## src/rtl/note_player.sv

```systemverilog
// Note sequencer: fetches 8-bit note words from an upstream ROM and plays each as a square-wave tone.
// Define NOTE_PLAYER_GAP_EN to silence the last GAP_CYCLES cycles of every note.
module note_player #(
    parameter int unsigned BEAT_CYCLES = 12500000
`ifdef NOTE_PLAYER_GAP_EN
    , parameter int unsigned GAP_CYCLES = 625000
`endif
) (
    input  logic       clk,
    input  logic       rstn,
    input  logic       play,
    input  logic       loop,
    input  logic [7:0] note_data,
    input  logic       music_finish,
    output logic       addr_en,
    output logic       buzzer,
    output logic       busy,
    output logic       done
);

    typedef enum logic [1:0] {S_IDLE, S_FETCH, S_PLAY, S_ADV} state_t;

    localparam logic [23:0] BEAT_LAST = 24'(BEAT_CYCLES - 1);
`ifdef NOTE_PLAYER_GAP_EN
    localparam logic [23:0] GAP_START = 24'(BEAT_CYCLES - GAP_CYCLES);
`endif

    state_t      state_q, state_d;
    logic        fetch_cnt_q, fetch_cnt_d;
    logic [7:0]  note_q, note_d;
    logic [23:0] beat_cnt_q, beat_cnt_d;
    logic [3:0]  beat_idx_q, beat_idx_d;
    logic [16:0] tone_cnt_q, tone_cnt_d;
    logic        buzz_q, buzz_d;
    logic        done_q, done_d;
    logic [16:0] half_period;
    logic        last_cycle;
    logic        in_gap;

    // Half-periods of the C4..C6 major scale at a 50 MHz clock.
    function automatic logic [16:0] half_period_of(input logic [3:0] pitch);
        case (pitch)
            4'd1:    return 17'd95556;
            4'd2:    return 17'd85131;
            4'd3:    return 17'd75843;
            4'd4:    return 17'd71586;
            4'd5:    return 17'd63776;
            4'd6:    return 17'd56818;
            4'd7:    return 17'd50619;
            4'd8:    return 17'd47778;
            4'd9:    return 17'd42566;
            4'd10:   return 17'd37921;
            4'd11:   return 17'd35793;
            4'd12:   return 17'd31888;
            4'd13:   return 17'd28409;
            4'd14:   return 17'd25310;
            4'd15:   return 17'd23889;
            default: return 17'd0;
        endcase
    endfunction

    assign half_period = half_period_of(note_q[7:4]);
    assign last_cycle  = (beat_cnt_q == BEAT_LAST) && (beat_idx_q == note_q[3:0]);

`ifdef NOTE_PLAYER_GAP_EN
    assign in_gap = (beat_idx_q == note_q[3:0]) && (beat_cnt_q >= GAP_START);
`else
    assign in_gap = 1'b0;
`endif

    always_ff @(posedge clk or negedge rstn) begin
        if (!rstn) begin
            state_q     <= S_IDLE;
            fetch_cnt_q <= 1'b0;
            note_q      <= 8'd0;
            beat_cnt_q  <= 24'd0;
            beat_idx_q  <= 4'd0;
            tone_cnt_q  <= 17'd0;
            buzz_q      <= 1'b0;
            done_q      <= 1'b0;
        end else begin
            state_q     <= state_d;
            fetch_cnt_q <= fetch_cnt_d;
            note_q      <= note_d;
            beat_cnt_q  <= beat_cnt_d;
            beat_idx_q  <= beat_idx_d;
            tone_cnt_q  <= tone_cnt_d;
            buzz_q      <= buzz_d;
            done_q      <= done_d;
        end
    end

    always_comb begin
        state_d     = state_q;
        fetch_cnt_d = fetch_cnt_q;
        note_d      = note_q;
        beat_cnt_d  = beat_cnt_q;
        beat_idx_d  = beat_idx_q;
        tone_cnt_d  = tone_cnt_q;
        buzz_d      = buzz_q;
        done_d      = 1'b0;

        // Dropping play wins over everything, including a same-edge end of song.
        if (!play) begin
            state_d     = S_IDLE;
            fetch_cnt_d = 1'b0;
            beat_cnt_d  = 24'd0;
            beat_idx_d  = 4'd0;
            tone_cnt_d  = 17'd0;
            buzz_d      = 1'b0;
        end else begin
            case (state_q)
                S_IDLE: begin
                    state_d     = S_FETCH;
                    fetch_cnt_d = 1'b0;
                end
                S_FETCH: begin
                    if (!fetch_cnt_q) begin
                        fetch_cnt_d = 1'b1;
                    end else begin
                        fetch_cnt_d = 1'b0;
                        note_d      = note_data;
                        beat_cnt_d  = 24'd0;
                        beat_idx_d  = 4'd0;
                        tone_cnt_d  = 17'd0;
                        buzz_d      = 1'b0;
                        state_d     = S_PLAY;
                    end
                end
                S_PLAY: begin
                    if ((note_q[7:4] != 4'd0) && !in_gap) begin
                        if (tone_cnt_q == half_period - 17'd1) begin
                            tone_cnt_d = 17'd0;
                            buzz_d     = ~buzz_q;
                        end else begin
                            tone_cnt_d = tone_cnt_q + 17'd1;
                        end
                    end
                    if (beat_cnt_q == BEAT_LAST) begin
                        beat_cnt_d = 24'd0;
                        beat_idx_d = beat_idx_q + 4'd1;
                    end else begin
                        beat_cnt_d = beat_cnt_q + 24'd1;
                    end
                    if (last_cycle) begin
                        beat_cnt_d = 24'd0;
                        beat_idx_d = 4'd0;
                        tone_cnt_d = 17'd0;
                        buzz_d     = 1'b0;
                        if (music_finish && !loop) begin
                            state_d = S_IDLE;
                            done_d  = 1'b1;
                        end else begin
                            state_d = S_ADV;
                        end
                    end
                end
                S_ADV: begin
                    state_d = S_FETCH;
                end
                default: begin
                    state_d = S_IDLE;
                end
            endcase
        end
    end

    assign addr_en = (state_q == S_ADV);
    assign busy    = (state_q != S_IDLE);
    assign done    = done_q;
    assign buzzer  = buzz_q & ~(in_gap && (state_q == S_PLAY));

endmodule

```

## config.mk

```make
export PLATFORM = sky130hd
export DESIGN_NAME = note_player
export DESIGN_NICKNAME = d
export VERILOG_FILES = /design/src/rtl/note_player.sv
export SDC_FILE = /design/constraint.sdc
export NUM_CORES = 1
export LEC_CHECK = 0
export ABC_CLOCK_PERIOD_IN_PS = 8000
export CAP_MARGIN = 5
export CORE_MARGIN = 8
export CORE_UTILIZATION = 55
export DETAILED_ROUTE_END_ITERATION = 16
export PLACE_DENSITY = 0.73
export SETUP_SLACK_MARGIN = 0.05
export SYNTH_ARGS = -nofsm -noshare
export SYNTH_HDL_FRONTEND = slang
export SYNTH_SLANG_ARGS = --single-unit
```

## constraint.sdc

```tcl
create_clock -name clk -period 8 [get_ports clk]
set_input_delay 0.8 -clock clk [delete_from_list [all_inputs] [get_ports clk]]
set_output_delay 0.8 -clock clk [all_outputs]
set_load 0.01 [all_outputs]
```

==> impl_summary.txt <==
----------------------------------------------------
[Setup path]
  Reg2reg start ... note_q[7]$_DFFE_PN0P_
  Cell at the slowest stage of the critical path ... sky130_fd_sc_hd__dfrtp_1
  Cell-by-cell trace of the critical path ... inv_1, o211a_1, nor2_1, ha_1, and4b_1, o211ai_1, a2111o_1, a22oi_1, and4_4, o21a_4, mux2i_1
  Crit path largest cell delay ... 1.02 ns
  Worst reg-to-reg path cell count ... 11
  Worst-path fanout max ... 34
  Worst reg2reg endpoint ... buzzer$_DFFE_PN0P_
  Critical path startpoint category ... flop
  Critical path arrival ... slightly above 4 ns
  Crit. End Element ... flop
  Critical path data required time ... 8.22 ns
  Slack of the worst reg-to-reg path ... 4.12 ns
  Classification of the worst setup path ... flop to flop

[Floorplan]
  Top Ports ... 17
  DIE WIDTH ... 103 um
  Floorplan Core Area ... 7250 sq um
  Die span in y ... ~100 um
  Total die area ... 10500 sq um
  Effective utilization at floorplan ... 57.0%
  Number of standard-cell rows in the floorplan ... 31

[Worst hold path]
  Type of the most critical hold path ... flop to flop
  Depth of the worst hold-timing path ... 1
  Min-Delay Startpoint ... buzzer$_DFFE_PN0P_
  End of the worst hold path ... buzzer$_DFFE_PN0P_

[Clock tree]
  Post-CTS Hold Fix Bufs ... 0
  Insertion delay of the later-clocked pin in the worst-skew pair ... between 0.3 and 0.4 ns
  Cell at the root of the clock tree ... sky130_fd_sc_hd__clkbuf_8
  Number of clock sinks seen by CTS ... 58
  Total of cells resized after clock tree synthesis ... 0
  Count of buffers added by post-CTS timing repair for setup ... 0
  Clock-pin slew of the registers on the worst-case setup and hold paths ... 0.07 ns
  Number of CTS-inserted buffers ... 9
  CTS Buffer Depth ... 2
  Number of levels in the clock H-tree ... 3
  TritonCTS clock tree ... yes

[Outcome]
  Result of the run ... completed

[STA]
  Maximum operating frequency ... 257 MHz
  Final number of hold-violating endpoints ... 0
  Period utilisation layout ... about half
  PnR worst setup slack ... 4.12 ns
  Accumulated negative setup slack ... 0 ns
  # setup viols final ... 0
  RSZ-0062 raised after global routing ... false
  Measured slew at the worst slew-check pin ... 1.02 ns
  Shortest period the worst path allows ... 3.88 ns
  Setup skew after layout ... 0.00602 ns
  Max Slew Vio Count ... 0
  Headroom to the max-slew limit ... a little under a third

[Synthesis]
  Synthesized netlist net count ... ~490
  Ys Warns ... 0
  Number of instances in the synthesized netlist ... 457
  Most common cell in the synthesized netlist ... sky130_fd_sc_hd__dfrtp_1
  Number of flops mapped to enable cells by yosys ... 0
  Number of synthesized register bits ... between 50 and 60
  Syn Area/Cell ... a little over 9 sq um
  Ranking of synthesized cells by area ... sky130_fd_sc_hd__dfrtp_1, sky130_fd_sc_hd__xor2_1, sky130_fd_sc_hd__xnor2_1
  Count of unique library cells instantiated by Yosys ... 70
  Post-synthesis async set-or-reset flop share ... 100%
  Sequential cell area fraction in the yosys report ... 35.1%
  Synth Flop Type ... sky130_fd_sc_hd__dfrtp_1
  Leading area contributor after synthesis ... sky130_fd_sc_hd__dfrtp_1
  Top cells by count, synth ... sky130_fd_sc_hd__dfrtp_1, sky130_fd_sc_hd__nand2_1, sky130_fd_sc_hd__nor2_1
  Netlist area before placement ... 4140 sq um
  Area fraction of the dominant cell type after synthesis ... 35.1%

[Drt]
  Length of the first detailed-routing pass in iterations ... 4
  Via count ... 3318
  Vias per cell ... 5.84
  Routed wirelength normalized by instance count ... 15.7 um
  Total detailed-routing wirelength ... 8930 um
  Starting DRC count in detailed routing ... 186
  Number of design rule violations left after detail routing ... 0
  Residual antenna-violating net count after detailed routing ... 0

[Power]
  Reported leakage power ... 1.87 nW
  Peak supply drop ... 0.113 mV
  PD cells ... roughly 300 nW/um^2

[GRT]
  Pin count of the biggest net entering global routing ... 59
  Overall fraction of global-route tracks in use ... 18.8%
  Vias in the first global route ... 3276
  Initial antenna violation count ... 0
  Overflow left after global routing ... 0
  First-pass GRT wire length ... ~16000 um

[Placement]
  Detailed-placement wirelength estimate ... 6390 um
  Worst setup timing slack at the placement stage ... 4.13 ns
  Total of buffers placed on input and output ports ... 16
  Final weighted congestion of routability-driven global placement ... 0.892

[Final layout]
  Inserted Diodes ... 0
  Count of nets after finishing ... 492
  Fraction of final layout cells sized beyond drive strength 1 ... 11.1%
  Fill cells ... 637
  Area Overhead vs Synth ... 8.29%

[Job]
  Max_cap viols ... 0

----------------------------------------------------
-- worst max path at each step --
stage / to / cells after the start / startpoint
6_report: buzzer$_DFFE_PN0P_ / 11 / note_q[7]$_DFFE_PN0P_
5_1_grt: buzzer$_DFFE_PN0P_ / 11 / note_q[7]$_DFFE_PN0P_
4_1_cts: buzzer$_DFFE_PN0P_ / 11 / note_q[7]$_DFFE_PN0P_
3_5_place_dp: buzzer$_DFFE_PN0P_ / 11 / note_q[7]$_DFFE_PN0P_
3_3_place_gp: buzzer$_DFFE_PN0P_ / 11 / note_q[7]$_DFFE_PN0P_
2_1_floorplan: tone_cnt_q[16]$_DFFE_PN0P_ / 14 / note_q[4]$_DFFE_PN0P_
-- layout by cell type, fill, tap and decap left out, drive strengths merged, types with 5 or more instances in the layout --
master         instances
nand2                 43
mux2i                  5
and2                   6
xor2                  27
dfrtp                 58
nand3                 20
clkbuf                14
and3                  14
inv                   13
o21ai                 31
clkdlybuf4s50         15
mux2                   9
nor2                  45
ha                    15
nor2b                  5
a21oi                 15
nand2b                15
nor3                   7
xnor2                 22
nand4                 14
-- critical path, delay by kind of cell, from the launching register on --
| family | cells | cell delay (ns) |
|---|---|---|
| flip-flops | 1 | 1.02 |
| AND/OR/NAND/NOR | 3 | 0.71 |
| adder cells (fa/ha/maj) | 1 | 0.23 |
| multiplexers | 1 | 0.11 |
| buffers and inverters | 1 | 0.37 |
| AO/OA/AOI/OAI | 5 | 1.31 |
-- cells by family after synthesis --
group / count (synthesis) / synth area share (%)
xor gates and xnor gates: 49 / 10.4
AOI/OAI and AO/OA: 91 / 15.4
DFF: 58 / 35.1
adders and majority gates: 15 / 4.54
buffers and inverters: 34 / 4.60
and+or+nand+nor: 194 / 25.3
muxes: 16 / 4.75
-- registers in the layout (all words and copies together) (netlist names) --
register     count
beat_cnt_q      24
beat_idx_q       4
buzzer           1
done             1
fetch_cnt_q      1
note_q           8
state_q          2
tone_cnt_q      17
-- stage by stage --
step / utilization (%) / cell area [sq um] / hold WS (ns) / std cells / total power, mW
finish: 61.7 / 4480 / 0.505 / 568 / 1.34
global route: 61.7 / 4480 / 0.534 / 568 / 1.44
CTS: 61.7 / 4480 / 0.506 / 568 / 1.35
detailed placement: 59.0 / 4280 / 0.492 / 552 / 1.06
global placement: 59.0 / 4280 / 0.487 / 552 / 1.05
floorplan: - / 4140 / 0.465 / 457 / 0.956
-- where the power goes --
part	internal (mW)	total (mW)	switching, mW	leakage, nW
clock network	0.161	0.278	0.118	0.101
registers	0.319	0.392	0.0730	0.798
logic	0.295	0.674	0.379	0.971
-- area by class of cell --
type	count	area [sq um]	area share [%]
Multi-Input combinational cell	365	2490	55.7
Sequential cell	58	1450	32.4
Clock buffer	14	163	3.63
Timing Repair Buffer	17	163	3.63
Tap cell	99	124	2.77
Inverter	13	48.8	1.09
Clock inverter	2	35.0	0.782
-- routing by layer --
layer / global-route usage (%) / part of all wire (%) / vias to the layer above
li1: - / - / 1636
met1: 23.0 / 45 / 1578
met2: 31.9 / 50 / 88
met3: 3.31 / 3.9 / 16
met4: 7.90 / 1.8 / 0
met5: 0 / 0 / -
Note: power is estimated with default switching activity, not from simulation.
